==> config.mk <==
export PLATFORM = sky130hd
export DESIGN_NAME = if_pc_unit
export DESIGN_NICKNAME = d
export VERILOG_FILES = /design/src/rtl/if_pkg.sv /design/src/rtl/if_pc_incr.sv /design/src/rtl/if_pc_unit.sv
export SDC_FILE = /design/constraint.sdc
export NUM_CORES = 1
export LEC_CHECK = 0
export ABC_AREA = 1
export BUFFER_PORTS_ARGS = -buffer_cell sky130_fd_sc_hd__buf_4
export CELL_PAD_IN_SITES_DETAIL_PLACEMENT = 1
export CELL_PAD_IN_SITES_GLOBAL_PLACEMENT = 1
export CORE_ASPECT_RATIO = 0.9
export CORE_UTILIZATION = 38
export DETAILED_ROUTE_END_ITERATION = 8
export PLACE_DENSITY = 0.87
export SYNTH_ARGS = -nofsm -noshare
export SYNTH_HDL_FRONTEND = slang
export SYNTH_HIERARCHICAL = 1
export SYNTH_SLANG_ARGS = --single-unit
==> constraint.sdc <==
create_clock -name clk -period 4.2 [get_ports clk]
set_input_delay 0.21 -clock clk [delete_from_list [all_inputs] [get_ports clk]]
set_output_delay 0.21 -clock clk [all_outputs]
set_load 0.05 [all_outputs]
==> src/rtl/if_pkg.sv <==
// Shared definitions for the instruction-fetch PC unit: FSM state encoding and
// default reset/trap vectors.
package if_pkg;

  typedef enum logic [1:0] {
    ST_IDLE   = 2'd0,
    ST_RUN    = 2'd1,
    ST_BUBBLE = 2'd2
  } if_state_e;

  localparam logic [31:0] IF_RESET_VECTOR = 32'h0000_0000;
  localparam logic [31:0] IF_TRAP_VECTOR  = 32'h0000_0080;

endpackage

==> src/rtl/if_pc_incr.sv <==
// Sequential next-PC adder; wraps modulo 2^XLEN with no carry out.
module if_pc_incr #(
  parameter int XLEN = 32,
  parameter int STEP = 4
) (
  input  logic [XLEN-1:0] pc,
  output logic [XLEN-1:0] pc_plus
);

  assign pc_plus = pc + XLEN'(STEP);

endmodule

==> src/rtl/if_pc_unit.sv <==
// Fetch PC generator: IDLE/RUN/BUBBLE FSM with valid/ready handshake, redirect
// handling with misalignment trap, and a saturating accepted-fetch counter.
module if_pc_unit
  import if_pkg::*;
#(
  parameter int              XLEN         = 32,
  parameter int              STEP         = 4,
  parameter logic [XLEN-1:0] RESET_VECTOR = XLEN'(IF_RESET_VECTOR),
  parameter logic [XLEN-1:0] TRAP_VECTOR  = XLEN'(IF_TRAP_VECTOR),
  parameter int              CNT_W        = 32
) (
  input  logic             clk,
  input  logic             rst,
  input  logic             en,
  input  logic             pc_ready,
  input  logic             redirect_valid,
  input  logic [XLEN-1:0]  redirect_target,
  output logic [XLEN-1:0]  pc,
  output logic [XLEN-1:0]  pc_plus,
  output logic             pc_valid,
  output logic             misalign_trap,
  output logic [CNT_W-1:0] fetch_count
);

  // Low address bits that must be zero; STEP=1 yields an all-zero mask.
  localparam logic [XLEN-1:0] ALIGN_MASK = XLEN'(STEP - 1);

  if_state_e        state_r;
  if_state_e        state_nxt_s;
  logic [XLEN-1:0]  pc_r;
  logic [XLEN-1:0]  pc_plus_s;
  logic [XLEN-1:0]  redir_pc_s;
  logic             pc_valid_r;
  logic             misalign_trap_r;
  logic [CNT_W-1:0] fetch_count_r;
  logic             misalign_s;
  logic             transfer_s;

  if_pc_incr #(
    .XLEN (XLEN),
    .STEP (STEP)
  ) u_incr (
    .pc      (pc_r),
    .pc_plus (pc_plus_s)
  );

  assign misalign_s = (redirect_target & ALIGN_MASK) != '0;
  assign redir_pc_s = misalign_s ? TRAP_VECTOR : redirect_target;
  assign transfer_s = pc_valid_r & pc_ready;

  // Next-state logic; a redirect always wins over enable.
  always_comb begin
    state_nxt_s = state_r;
    case (state_r)
      ST_IDLE: begin
        if (redirect_valid) state_nxt_s = ST_IDLE;
        else if (en)        state_nxt_s = ST_RUN;
        else                state_nxt_s = ST_IDLE;
      end
      ST_RUN: begin
        if (redirect_valid) state_nxt_s = ST_BUBBLE;
        else if (!en)       state_nxt_s = ST_IDLE;
        else                state_nxt_s = ST_RUN;
      end
      ST_BUBBLE: begin
        if (redirect_valid) state_nxt_s = ST_BUBBLE;
        else if (en)        state_nxt_s = ST_RUN;
        else                state_nxt_s = ST_IDLE;
      end
      default: state_nxt_s = ST_IDLE;
    endcase
  end

  // State, PC, valid, trap pulse and fetch counter registers.
  always_ff @(posedge clk) begin
    if (rst) begin
      state_r         <= ST_IDLE;
      pc_r            <= RESET_VECTOR;
      pc_valid_r      <= 1'b0;
      misalign_trap_r <= 1'b0;
      fetch_count_r   <= '0;
    end else begin
      state_r         <= state_nxt_s;
      pc_valid_r      <= (state_nxt_s == ST_RUN);
      misalign_trap_r <= redirect_valid & misalign_s;
      if (redirect_valid) begin
        pc_r <= redir_pc_s;
      end else if (transfer_s) begin
        pc_r <= pc_plus_s;
      end else begin
        pc_r <= pc_r;
      end
      // A transfer squashed by a same-cycle redirect is not counted.
      if (transfer_s && !redirect_valid && (fetch_count_r != '1)) begin
        fetch_count_r <= fetch_count_r + CNT_W'(1);
      end else begin
        fetch_count_r <= fetch_count_r;
      end
    end
  end

  assign pc            = pc_r;
  assign pc_plus       = pc_plus_s;
  assign pc_valid      = pc_valid_r;
  assign misalign_trap = misalign_trap_r;
  assign fetch_count   = fetch_count_r;

endmodule

==> flow_metrics.env <==
export IMPL_drc=0
export IMPL_fin_crit_sh_pct=54.1
export IMPL_synth_cell_types=35
export IMPL_r2r_slack_ns=2.01
export IMPL_fin_worst_skew_ns=0.00556
export IMPL_cpMaxStageDelayCell="dfxtp_1"
export IMPL_yosysWarnings=6
export IMPL_grt_usage_pct=28.1
export IMPL_antenna_found_initial=0
export IMPL_status="finished, final reports clean"
export IMPL_critPathBufInv=1
export IMPL_synthTopCellsByArea="dfxtp_1, nand2_1, nor2_1"
export IMPL_grt_max_degree=38
export IMPL_avgSynthCellArea_um2=6.40
export IMPL_nets=853
export IMPL_cts_buffer_depth=2
export IMPL_post_cts_buffers=0
export IMPL_cp_top_family="simple AND/OR/NAND/NOR gates"
export IMPL_setup_viol=0
export IMPL_synth_nets=736
export IMPL_clk_pin_slew_ns=0.05
export IMPL_maxSlewHeadroom_pct=13.5
export IMPL_drv_cap=0
export IMPL_ir_drop_v=0.000191
export IMPL_r2r_start="pc_valid"
export IMPL_power_density_mw_per_mm2=312
export IMPL_synth_area_mm2=0.00445
export IMPL_h_tree_depth=3
export IMPL_async_flop_share_pct=0
export IMPL_max_slew_worst_pin_slew_ns=1.30
export IMPL_root_buffer="clkbuf_16"
export IMPL_cp_required_ns=3.99
export IMPL_ant_nets=0
export IMPL_ctsHoldBuffers=0
export IMPL_path_class="flip-flop to primary output"
export IMPL_min_to="pc[1]"
export IMPL_p_leak_uw=0.00251
export IMPL_routedWlPerCell_um=17.0
export IMPL_min_from="rst"
export IMPL_synth_edf_count=0
export IMPL_gr_total_overflow=0
export IMPL_cp_start_kind="flip-flop"
export IMPL_seq_area_frac_synth_pct=30.6
export IMPL_synth_top_area_share_pct=30.6
export IMPL_fp_dieH_um=105
export IMPL_num_io_pins=135
export IMPL_min_period_ns=2.27
export IMPL_drt_wl_total_mm=16.5
export IMPL_crit_arrival_ns=2.06
export IMPL_drt_initial_drc_count=219
export IMPL_core_area_mm2=0.0114
export IMPL_grt_pass1_vias=5428
export IMPL_holdPathStages=2
export IMPL_cts_sinks=68
export IMPL_area_growth_pct=30.9
export IMPL_rsz0062_at_grt="no"
export IMPL_syn_inst=695
export IMPL_clk_insertion_delay_late_ns=0.35
export IMPL_rows=37
export IMPL_dp_hpwl_mm=12.2
export IMPL_hold_viol_final=0
export IMPL_place_gp_congestion=0.864
export IMPL_num_vias=5198
export IMPL_worst_hold_slack_ns=0.107
export IMPL_end_kind="primary output"
export IMPL_first_pass_iters=5
export IMPL_cp_max_fo=5
export IMPL_reg2reg_depth=9
export IMPL_vias_per_cell=5.35
export IMPL_drive_above_1_share_pct=24.1
export IMPL_fp_dieW_um=116
export IMPL_r2r_end="fetch_count[26]"
export IMPL_yosysTopAreaCell="dfxtp_1"
export IMPL_hold_class="input port to flip-flop"
export IMPL_grt_first_pass_wirelength_mm=26.6
export IMPL_io_buffers=134
export IMPL_finalSetupTns_ns=0
export IMPL_cts_buffers=9
export IMPL_cts_resized=0
export IMPL_dieArea_mm2=0.0121
export IMPL_synth_ff_type="dfxtp_1"
export IMPL_synth_seq_cells=68
export IMPL_antenna_cells=0
export IMPL_cts_tree="yes"
export IMPL_max_freq_mhz=440
export IMPL_slew_violations=0
export IMPL_max_stage_delay_ns=0.41
export IMPL_worstPathCellList="ha_1 > nand2_1 > nor2_2 > nand2_4 > nor2_4 > xor2_1 > buf_4"
export IMPL_initial_core_util_pct=38.9
final cells by class:
| cell class | count | area (µm²) |
|---|---|---|
| Timing Repair Buffer | 136 | 1020 |
| Multi-Input combinational cell | 546 | 2740 |
| Fill cell | 1571 | 5620 |
| Sequential cell | 68 | 1360 |
| Inverter | 51 | 193 |
| Clock buffer | 14 | 274 |
| Tap cell | 156 | 195 |
| Clock inverter | 1 | 30.0 |
cells by family after synthesis:
kind of cell / share of synthesized area [%]
AOI/OAI and AO/OA: 13.2
xor gates and xnor gates: 3.12
adders and majority gates: 1.13
buffers and inverters: 7.71
DFF: 30.6
and+or+nand+nor: 44.2
through the flow:
stage	setup slack (ns)	power [µW]	instance area, µm²	cells	util [%]
floorplan	1.44	908	4450	695	-
global placement	1.92	1020	5510	957	48.2
detailed placement	1.69	1030	5510	957	48.2
CTS	1.94	1820	5820	972	50.9
global route	1.77	1860	5820	972	50.9
finish	1.93	1810	5820	972	50.9
state kept, by name, indices dropped and copies added (netlist names):
name           flops
fetch_count       32
pc_valid           1
misalign_trap      1
pc                32
state_r            2
Yosys cell counts, types with 5 or more instances:
cell and count:
a21oi_1 50, nor2_4 9, nor2_1 109, nand2_4 5, nand3b_1 8, nand3_1 63
xor2_1 9, clkbuf_1 19, xnor2_1 5, inv_1 48, o21ai_0 60, nand2_2 5
dfxtp_1 68, nor2_2 9, nand4_1 9, buf_2 6, nand2_1 172, nand3_2 11
layout by cell type (no fill, tap or decap), types with 10 or more instances in the layout:
cell type	Yosys	layout
a21oi_1	50	50
buf_4	2	136
dfxtp_1	68	68
inv_1	48	48
nand2_1	172	172
nand3_1	63	63
nand3_2	11	11
nor2_1	109	108
nor2_2	9	10
o21ai_0	60	60
per-layer routing:
metal / routed length (µm) / share of wire [%] / up-vias / global-route usage [%]
li1: - / - / 2489 / -
met1: 7070 / 43 / 2538 / 33.4
met2: 8350 / 51 / 141 / 48.5
met3: 757 / 4.6 / 30 / 6.44
met4: 338 / 2.0 / 0 / 10.9
met5: 0 / 0 / - / 0
worst reg2reg max path, stage by stage, from the launching register on:
cell and delay (ns):
dfxtp_1 0.36, nand2_1 0.07, buf_4 0.24, nor2_2 0.48, nand3_1 0.30, nor2_4 0.27
nand3_2 0.12, nand2_1 0.10, nand2_1 0.06, nor2_1 0.12
how the worst max path moves through the flow:
stage,startpoint,end,cells past startpoint
floorplan,pc[2],pc[11],6
global placement,redirect_valid,pc[5],5
detailed placement,redirect_valid,pc[5],5
CTS,pc[3],pc_plus[14],7
global route,pc_valid,fetch_count[26],9
finish,pc[3],pc_plus[14],7
power by group:
| part | internal (µW) | switching (µW) | leakage (µW) | total (µW) |
|---|---|---|---|---|
| logic | 95.7 | 223 | 0.00181 | 319 |
| clock network | 506 | 293 | 0.000149 | 798 |
| registers | 665 | 31.8 | 0.000554 | 696 |
Note: power is estimated with default switching activity, not from simulation.
